$ cat src/rtl/dump_pkg.sv
// dump_pkg: shared FSM state encoding and sizing constants for regfile_dump_reader
package dump_pkg;
  typedef enum logic [1:0] {IDLE, HDR, SETTLE, SEND} state_e;
  localparam int BYTES_PER_WORD = 4;
  localparam int SEL_W = 5;
endpackage

$ cat src/rtl/word_byte_serializer.sv
// word_byte_serializer: load latches word, then emits its BYTES_PER_WORD bytes MSB first on tx_data/tx_valid/tx_ready; last_byte marks the final byte
module word_byte_serializer import dump_pkg::*; (
  input  logic        clk,
  input  logic        reset,
  input  logic        load,
  input  logic [31:0] word,
  input  logic        tx_ready,
  output logic [7:0]  tx_data,
  output logic        tx_valid,
  output logic        last_byte
);
  logic [31:0] sh_q, sh_d;
  logic [1:0] idx_q, idx_d;
  logic valid_q, valid_d, xfer;
  always_comb begin
    last_byte = idx_q == 2'(BYTES_PER_WORD - 1);
    xfer = valid_q & tx_ready;
    sh_d = load ? word : (xfer & ~last_byte) ? {sh_q[23:0], 8'h00} : sh_q;
    idx_d = load ? 2'd0 : xfer ? idx_q + 2'd1 : idx_q;
    valid_d = load | (valid_q & ~(xfer & last_byte));
    tx_data = sh_q[31:24];
    tx_valid = valid_q;
  end
  always_ff @(posedge clk) begin
    if (reset) begin
      sh_q <= '0;
      idx_q <= '0;
      valid_q <= 1'b0;
    end else begin
      sh_q <= sh_d;
      idx_q <= idx_d;
      valid_q <= valid_d;
    end
  end
endmodule

$ cat src/rtl/regfile_dump_reader.sv
// regfile_dump_reader: on start sweeps reg_sel 0..NUM_REGS-1, captures reg_val after SETTLE_CYCLES, streams each word MSB first on tx_data/tx_valid/tx_ready with busy/done; DUMP_PC_HEADER_EN prefixes the pc_in snapshot
module regfile_dump_reader import dump_pkg::*; #(
  parameter int SETTLE_CYCLES = 1,
  parameter int NUM_REGS = 32
) (
  input  logic             clk,
  input  logic             reset,
  input  logic             start,
  output logic [SEL_W-1:0] reg_sel,
  input  logic [31:0]      reg_val,
  input  logic [31:0]      pc_in,
  output logic [7:0]       tx_data,
  output logic             tx_valid,
  input  logic             tx_ready,
  output logic             busy,
  output logic             done
);
  state_e state_q, state_d;
  logic [3:0] cnt_q, cnt_d;
  logic [SEL_W-1:0] sel_q, sel_d;
  logic busy_q, busy_d, done_q, done_d, load, last_byte, xfer_last, last_reg;
  logic [31:0] word;
  word_byte_serializer u_ser (
    .clk(clk),
    .reset(reset),
    .load(load),
    .word(word),
    .tx_ready(tx_ready),
    .tx_data(tx_data),
    .tx_valid(tx_valid),
    .last_byte(last_byte)
  );
  always_comb begin
    state_d = state_q;
    cnt_d = cnt_q;
    sel_d = sel_q;
    busy_d = busy_q;
    done_d = 1'b0;
    load = 1'b0;
    word = state_q == SETTLE ? reg_val : pc_in;
    xfer_last = tx_valid & tx_ready & last_byte;
    last_reg = sel_q == SEL_W'(NUM_REGS - 1);
    case (state_q)
      IDLE: if (start) begin
        busy_d = 1'b1;
        sel_d = '0;
        cnt_d = 4'(SETTLE_CYCLES);
`ifdef DUMP_PC_HEADER_EN
        load = 1'b1;
        state_d = HDR;
`else
        state_d = SETTLE;
`endif
      end
      HDR: if (xfer_last) begin
        cnt_d = 4'(SETTLE_CYCLES);
        state_d = SETTLE;
      end
      SETTLE: begin
        cnt_d = cnt_q - 4'd1;
        load = cnt_q == 4'd1;
        state_d = load ? SEND : SETTLE;
      end
      SEND: if (xfer_last) begin
        cnt_d = 4'(SETTLE_CYCLES);
        sel_d = last_reg ? sel_q : sel_q + 1'b1;
        busy_d = ~last_reg;
        done_d = last_reg;
        state_d = last_reg ? IDLE : SETTLE;
      end
      default: ;
    endcase
    reg_sel = sel_q;
    busy = busy_q;
    done = done_q;
  end
  always_ff @(posedge clk) begin
    if (reset) begin
      state_q <= IDLE;
      cnt_q <= '0;
      sel_q <= '0;
      busy_q <= 1'b0;
      done_q <= 1'b0;
    end else begin
      state_q <= state_d;
      cnt_q <= cnt_d;
      sel_q <= sel_d;
      busy_q <= busy_d;
      done_q <= done_d;
    end
  end
endmodule

$ cat config.mk
export PLATFORM = sky130hd
export DESIGN_NAME = regfile_dump_reader
export DESIGN_NICKNAME = d
export VERILOG_FILES = /design/src/rtl/dump_pkg.sv /design/src/rtl/word_byte_serializer.sv /design/src/rtl/regfile_dump_reader.sv
export SDC_FILE = /design/constraint.sdc
export NUM_CORES = 1
export LEC_CHECK = 0
export BUFFER_PORTS_ARGS = -buffer_cell sky130_fd_sc_hd__buf_4
export CELL_PAD_IN_SITES_DETAIL_PLACEMENT = 0
export CELL_PAD_IN_SITES_GLOBAL_PLACEMENT = 1
export CORE_MARGIN = 4
export CORE_UTILIZATION = 37
export CTS_CLUSTER_SIZE = 28
export DETAILED_ROUTE_END_ITERATION = 7
export PLACE_DENSITY = 0.88
export SYNTH_ARGS = -nofsm -noshare
export SYNTH_HDL_FRONTEND = slang
export SYNTH_SLANG_ARGS = --single-unit
$ cat constraint.sdc
create_clock -name clk -period 2.7 [get_ports clk]
set_clock_uncertainty 0.2 [all_clocks]
set_input_delay 0.81 -clock clk [delete_from_list [all_inputs] [get_ports clk]]
set_output_delay 0.81 -clock clk [all_outputs]
set_load 0.02 [all_outputs]
==> reports/summary.txt, run 1 <==
Reg2reg end - reg_sel[3]
Buffers on Ports - 51
Syn nets - 319
Final worst path period share - 78.23%
Sw Share - 30.36%
Reg2reg setup slack - 0.59 ns
Synth Flop Type - dfxtp_1
Unrepaired setup endpoints after global routing - no
Tmin final - 2.112 ns
Yosys top cell by area - dfxtp_1
GRT Total Usage - 14.71%
YS warnings - 0
Top post-synthesis cells by count - dfxtp_1, mux2i_1, o31ai_1, a21oi_2, a21oi_1
Max Buffers Root-to-Sink - 2
Most used cell, CP - ha_1
Vias per cell - 5.522
Max-capacitance violation count - 0
Post-cts resize count - 0
Final worst slack - 0.5877 ns
CTS sink cnt - 48
Crit path arrival time - 2.11 ns
Initial antenna violation count - 0
TritonCTS clock tree - done
Max Freq - 473.4 MHz
Outcome - complete, no violations
Combinational Power Share - 25.6%
Met2 WL - 2447 um
Vias in the first global route - 1,892
Setup TNS - 0 ns
Min-delay src - cnt_q[1]
CP peak stage delay - 0.36 ns
Share of flip-flops with an asynchronous set or reset - 0%
First-pass GRT wire length - 9039 um
Worst flop-to-flop path startpoint - reg_sel[0]
Die area - 7838 sq um
CP cell instances - ha_1 > and3_1 > ha_1 > nand3b_1 > a2bb2oi_2 > a311o_1
Crit-path max FO - 5
Hold buffer count at cts - 0
Setup bufs post-CTS - 0
WL/cell - 15.46 um
Die extent in x - 88.54 um
Max Slew Vio Count - 0
Drt drc - 0
Post-Synthesis Cells - 245
Crit-path slowest cell - a311o_1
Clock Pin Slew Worst Setup and Hold Paths - 0.09 ns
Routed Antenna Nets - 0
Hpwl dp - 3642 um
Leak - 1.250 nW
Pint - 1.380 mW
Iter 0 DRT Violations - 95
Max VDD drop - 0.2468 mV
ANT cells - 0
Worst Path Required - 2.69 ns
Routed WL - 5502 um
GPL Wtd Cong - 0.7851
Top sig layer - met4
EDFF count, synth - 0
Hold Path Sink - cnt_q[1]
Clk pwr share - 30.4%
Synth Cell Area - 2400 sq um
Utilization after layout - 45.72%
Syn Area/Cell - 9.795 sq um
HP Class - reg2reg
IO Pins - 84
Tightest Pin Transition - 0.5610 ns
Count leader, synth - dfxtp_1
CP Launch Type - flip-flop
Switching Power - 0.6017 mW
Die H - 88.54 um
Synth cell types - 42
Rows - 29
Area growth from synthesis to layout - 20.28%
Slew margin rel. - 62.44%
Largest net degree at the start of global routing - 36
Sequential element share of the synthesized area - 40.04%
Fraction of layout cells with a size suffix above 1 - 31.18%
Dpl cells - 349
Synth top area share - 40.04%
#FFs+latches synth - 48
CP Capture Type - flip-flop
Worst Setup SP - reg_sel[0]
Pre-CTS worst setup slack - 0.5009 ns
Worst-skew pair later-pin latency - 0.30 ns
FF-to-FF path depth - 6
DRT Pass-1 Iters - 4
Final hold viol count - 0
GR Overflow Total - 0
Flop pwr share - 43.9%
Clock root buffer - clkbuf_8
Routed vias - 1,966
Final Non-Filler Cells - 356
Final net count - 353
CP Class - reg2reg
DRT met1 WL - 2651 um
H-tree depth - 2
Total power divided by cell area - 686.5 nW/um^2
Final setup fails - 0
Core area - 6314 sq um
CTS buffer count - 5
Initial Utilization - 38.01%
Hold Crit Depth - 2
Metal3 WL - 313 um
Top cells by area, synth - dfxtp_1, mux2i_1, o31ai_1
==> placed cells by master, fill, tap and decap left out, types with 2 or more instances in the layout <==
master     instances
buf_4             55
dfxtp_1           48
mux2i_1           28
o31ai_1           24
a21oi_2           20
a21oi_1           16
nand3_1           12
nand2_1            9
o211ai_1           8
ha_1               6
nor2_1             5
nor3_1             5
clkbuf_8           5
inv_1              4
nand3b_1           2
o21ai_0            2
a31oi_1            2
nor4b_1            2
o32ai_1            2
bufinv_16          2
==> power by group through the flow <==
| stage | logic [mW] | clock network, mW | registers, mW |
|---|---|---|---|
| floorplan | 0.419 | 0 | 0.861 |
| global placement | 0.503 | 0 | 0.883 |
| detailed placement | 0.511 | 0 | 0.887 |
| CTS | 0.513 | 0.619 | 0.871 |
| global route | 0.559 | 0.653 | 0.882 |
| finish | 0.508 | 0.603 | 0.870 |
==> worst max-delay path by stage <==
stage	endpoint	cells after the start
2_1_floorplan	reg_sel[3]	6
3_3_place_gp	reg_sel[3]	4
3_5_place_dp	reg_sel[3]	4
4_1_cts	reg_sel[3]	6
5_1_grt	reg_sel[3]	6
6_report	reg_sel[3]	6
==> cell type report <==
class / instances / area [sq um]
clock buffer: 5 / 68.82
clock inverter: 2 / 60.06
fill: 644 / 3427
inverter: 5 / 18.77
multi-input combinational: 163 / 1249
sequential: 48 / 960.9
tap: 77 / 96.34
timing repair buffer: 56 / 432.9
==> routing by layer <==
metal,vias to the layer above,GRT usage (%)
met5,-,0
met4,0,5.357
met3,5,3.631
met2,51,22.43
met1,941,20.17
li1,969,-
==> sequential cells by signal, indices dropped and copies added, names as in the netlist <==
register,cells
busy,1
u_ser.tx_valid,1
cnt_q,4
u_ser.sh_q,32
state_q,2
u_ser.idx_q,2
reg_sel,5
done,1
==> worst max-delay path: cells and delay by family (launching register included) <==
kind                     cells  cell delay [ns]
AO/OA/AOI/OAI                2             0.60
AND/OR/NAND/NOR              2             0.45
adder cells (fa/ha/maj)      2             0.41
flip-flops                   1             0.35
==> cells by family (layout without fill, tap and decap cells) <==
| family | after synthesis | after routing | share of synthesized area [%] |
|---|---|---|---|
| AOI/OAI and AO/OA | 82 | 82 | 25.55 |
| xor gates and xnor gates | 2 | 2 | 0.7301 |
| buffers and inverters | 34 | 68 | 7.925 |
| muxes | 28 | 28 | 11.68 |
| and+or+nand+nor | 45 | 45 | 10.95 |
| DFF | 48 | 48 | 40.04 |
| adders and majority gates | 6 | 6 | 3.128 |
==> through the flow <==
step / total power, mW / hold WS, ns / cell area [sq um]
floorplan: 1.280 / 0.2532 / 2400
global placement: 1.386 / 0.2741 / 2758
detailed placement: 1.398 / 0.2781 / 2758
CTS: 2.002 / 0.2906 / 2887
global route: 2.094 / 0.3126 / 2887
finish: 1.982 / 0.2870 / 2887
No activity file was read; power rests on OpenSTA's default activity.
==> run 2: changes to the inputs <==
Settings changed: CORE_UTILIZATION 37 to 33, PLACE_DENSITY 0.88 to 0.83.
Clock period 2.7 ns to 1.8 ns, I/O delays scaled along.
==> run 2 against run 1 <==
Against the previous run: the run now ends with setup timing left; global-route usage shrank 2.0 points; clock power grew 47%; register-to-register slack lost 0.69 ns; combinational power grew 68%; sequential cell count is the same; hold slack lost 0.0040 ns; worst setup slack lost 0.69 ns; largest cell class unchanged.
==> reports/summary.txt, run 2 (synthesis results as in run 1) <==
Drt drc - 0
Max Freq - 524.7 MHz
GR Overflow Total - 0
Die extent in x - 93.28 um
H-tree depth - 2
Core area - 6944 sq um
Tightest Pin Transition - 0.3943 ns
Max-capacitance violation count - 0
Buffers on Ports - 51
IO Pins - 84
Met3 GRT Util - 2.896%
Placement Cell Area - 2948 sq um
CTS buffer count - 5
Largest register by flop count - u_ser.sh_q
Combinational Power Share - 28.2%
Die H - 93.28 um
Hold buffer count at cts - 0
Tmin final - 1.906 ns
Final worst slack - -0.1060 ns
Outcome - complete, but fails checks
Max reg flops - 32
Hpwl dp - 3842 um
HP Class - in2reg
CP Class - reg2reg
CP Launch Type - flip-flop
Max Buffers Root-to-Sink - 2
ANT cells - 0
CTS sink cnt - 48
Pwr Total - 3.036 mW
WL/cell - 14.18 um
Utilization after layout - 44.86%
DRT Pass-1 Iters - 4
Global routing's busiest layer - met2
Area growth from synthesis to layout - 29.82%
Final net count - 369
GPL Wtd Cong - 0.7303
Iter 0 DRT Violations - 85
Rows - 30
Initial antenna violation count - 0
Initial Utilization - 34.56%
Switching Power - 0.9506 mW
Max VDD drop - 0.4304 mV
Clk pwr share - 29.3%
Final worst path period share - 105.9%
First-pass GRT wire length - 8970 um
Failing checks - setup timing
Reg2reg setup slack - -0.11 ns
Sw Share - 31.31%
Slew margin rel. - 73.60%
Crit-path max FO - 5
Routed WL - 5557 um
Fraction of layout cells with a size suffix above 1 - 36.82%
Vias per cell - 5.082
Largest net degree at the start of global routing - 36
Final hold viol count - 0
Crit path arrival time - 1.90 ns
Routed Antenna Nets - 0
TritonCTS clock tree - done
Clock root buffer - clkbuf_8
Die area - 8700 sq um
Leak - 1.329 nW
GRT Total Usage - 12.68%
Final setup fails - 6
Routed vias - 1,992
CP Capture Type - flip-flop
Unrepaired setup endpoints after global routing - yes
Vias in the first global route - 1,893
Pint - 2.085 mW
Most common cell after layout, fill and taps aside - buf_4
GR met1 Demand/Resource - 17.03%
Cell area after layout - 3115 sq um
Worst-skew pair later-pin latency - 0.30 ns
Met2 usage - 20.19%
Max Slew Vio Count - 0
Worst Path Required - 1.80 ns
Clock Pin Slew Worst Setup and Hold Paths - 0.09 ns
Most frequent cells in the layout - buf_4, dfxtp_1, mux2i_1
Flop pwr share - 42.6%
Total power divided by cell area - 974.5 nW/um^2
## run 2: routing by layer
layer | vias up | routed length (um)
met5 | - | 0
met4 | 0 | 64
met3 | 6 | 242
met2 | 43 | 2644
met1 | 932 | 2606
li1 | 1011 | -
## run 2: power by group through the flow
stage,logic (mW),registers [mW],clock network (mW)
2_1_floorplan,0.634,1.29,0
3_3_place_gp,0.822,1.31,0
3_5_place_dp,0.833,1.32,0
4_1_cts,0.844,1.29,0.911
5_1_grt,0.940,1.31,0.956
6_report,0.855,1.29,0.889
## run 2: critical path, cell delays in order (launching register included)
cell       delay [ns]
dfxtp_4          0.36
ha_4             0.15
and3_4           0.18
ha_4             0.14
nand3b_1         0.18
buf_6            0.16
a2bb2oi_4        0.16
a311o_1          0.27
## run 2: final timing paths
check / startpoint / depth (start not counted) / endpoint
min reg2reg: cnt_q[1] / 2 / cnt_q[1]
max reg2reg: reg_sel[1] / 7 / reg_sel[3]
max: reg_sel[1] / 7 / reg_sel[3]
min: reset / 2 / state_q[0]
## run 2: what timing repair did
action	CTS	global route
setup buffers	1	1
resized for setup	1	3
setup endpoints to repair	5	7
pin swaps	1	2
## run 2: per-stage QoR
step | cells | TNS (ns) | hold slack (ns) | setup slack (ns)
final | 392 | -0.4361 | 0.2830 | -0.1060
after global routing | 392 | -0.7192 | 0.2726 | -0.1458
after CTS | 391 | -0.3310 | 0.2662 | -0.08642
after detailed placement | 382 | -0.2403 | 0.2803 | -0.09489
after global placement | 382 | -0.1083 | 0.2682 | -0.07684
after floorplan | 245 | -0.08037 | 0.2532 | -0.08037
## run 2: final cells by class
cell class,count,area [sq um]
clock inverter,2,38.79
clock buffer,6,93.84
fill,661,3829
tap,96,120.1
timing repair buffer,72,576.8
multi-input combinational,163,1299
sequential,48,968.4
inverter,5,18.77
==> run 3: changes to the inputs <==
Settings changed: PLACE_DENSITY 0.83 to unset, PLACE_DENSITY_LB_ADDON set to 0.08.
==> run 3 against run 2 <==
Against the previous run: the flow still finishes with violations (setup timing); sequential power barely moved; cell area fell by 0.44%; sequential share of layout area rose by 0.18 points; non-clock buffer count rose by 3; combinational power fell by 0.8%; highest routed layer unchanged.
==> reports/summary.txt, run 3 (synthesis results as in run 1) <==
Outcome - complete, but fails checks
Failing checks - setup timing
Combinational Power Share - 29.2%
Die H - 93.28 um
Largest net degree at the start of global routing - 36
Routed WL - 5851 um
Max Slew Vio Count - 0
Sw Share - 31.63%
Clock Pin Slew Worst Setup and Hold Paths - 0.09 ns
Rows - 30
Initial antenna violation count - 0
CTS buffer count - 5
GR Overflow Total - 0
IO Pins - 84
Vias in the first global route - 1,973
Crit path arrival time - 1.96 ns
Slew margin rel. - 69.82%
Buffers on Ports - 51
Fraction of layout cells with a size suffix above 1 - 37.58%
FILL cells - 717
ANT cells - 0
Max Buffers Root-to-Sink - 2
Area growth from synthesis to layout - 29.25%
WL/cell - 14.85 um
Core area - 6944 sq um
Routed Antenna Nets - 0
Final worst slack - -0.1576 ns
Utilization after layout - 44.67%
Iter 0 DRT Violations - 91
Vias per cell - 5.005
Most frequent cells in the layout - buf_4, dfxtp_1, mux2i_1
Final net count - 372
Crit-path max FO - 4
Total power divided by cell area - 936.3 nW/um^2
Unrepaired setup endpoints after global routing - yes
Final hold viol count - 0
Die extent in x - 93.28 um
H-tree depth - 2
CP Launch Type - flip-flop
Drt drc - 0
Pint - 1.986 mW
Die area - 8700 sq um
First-pass GRT wire length - 9811 um
Tmin final - 1.958 ns
Clk pwr share - 26.3%
Hpwl dp - 3932 um
Max reg flops - 32
DRT Pass-1 Iters - 4
CTS sink cnt - 48
Initial Utilization - 34.56%
Worst-skew pair later-pin latency - 0.30 ns
Switching Power - 0.9187 mW
Final Non-Filler Cells - 394
GRT Total Usage - 14.10%
Leak - 1.333 nW
Dpl cells - 384
Tightest Pin Transition - 0.4527 ns
Max VDD drop - 0.3832 mV
TritonCTS clock tree - done
Clock root buffer - clkbuf_8
Routed vias - 1,972
Worst Path Required - 1.80 ns
GPL Wtd Cong - 0.7254
Largest register by flop count - u_ser.sh_q
Most common cell after layout, fill and taps aside - buf_4
Max Freq - 510.8 MHz
Final setup fails - 6
Flop pwr share - 44.5%
CP Class - reg2reg
CP Capture Type - flip-flop
HP Class - in2reg
Pwr Total - 2.904 mW
Hold buffer count at cts - 0
Max-capacitance violation count - 0
Final worst path period share - 108.8%
[run 3: routing by layer]
metal  global-route usage, %  wire (um)
met3                   3.862        293
met5                       0          0
met1                   19.27       2851
met2                   21.86       2639
met4                   3.663         66
[run 3: final cells by class]
class                   instances  area [sq um]  share of cell area [%]
flip-flops and latches         48         969.7                   31.26
clock inverters                 1         30.03                  0.9681
inverters                       5         18.77                  0.6051
well taps                      96         120.1                   3.873
multi-input cells             163          1295                   41.75
clock buffers                   6         72.57                   2.340
repair buffers                 75         595.6                   19.20
[run 3: repair_timing]
item | 4_1_cts | 5_1_grt
gates resized for setup | 3 | 1
endpoints found under the setup margin | 6 | 10
setup buffers | 1 | 2
pin swaps | 2 | 2
[run 3: critical path, stage by stage (launching register included)]
cell and delay [ns]:
dfxtp_4 0.36, ha_4 0.15, and3_4 0.19, ha_4 0.14
nand3b_1 0.20, buf_4 0.17, a2bb2oi_4 0.18, a311o_1 0.26
[run 3: worst paths after layout]
check	slack (ns)	from	to	depth (start not counted)
hold / removal	0.28	reset	u_ser.tx_valid	2
hold reg to reg	0.29	cnt_q[1]	cnt_q[1]	2
setup / recovery	-0.16	reg_sel[1]	reg_sel[3]	7
setup reg to reg	-0.16	reg_sel[1]	reg_sel[3]	7
[run 3: per-stage QoR]
stage                TNS, ns  hold WS [ns]  setup WS (ns)  area (sq um)
finish               -0.6882        0.2830        -0.1576          3102
global route          -1.149        0.2707        -0.2173          3102
CTS                  -0.7241        0.2760        -0.1593          3085
detailed placement   -0.6021        0.2810        -0.1451          2963
global placement     -0.5871        0.2723        -0.1509          2963
floorplan           -0.08037        0.2532       -0.08037          2449
[run 3: power by group through the flow]
stage          registers [mW]  clock network (mW)  logic (mW)
5_1_grt                  1.32               0.841       0.934
3_5_place_dp             1.32                   0       0.850
4_1_cts                  1.29               0.796       0.858
3_3_place_gp             1.32                   0       0.844
2_1_floorplan            1.29                   0       0.634
6_report                 1.29               0.764       0.848
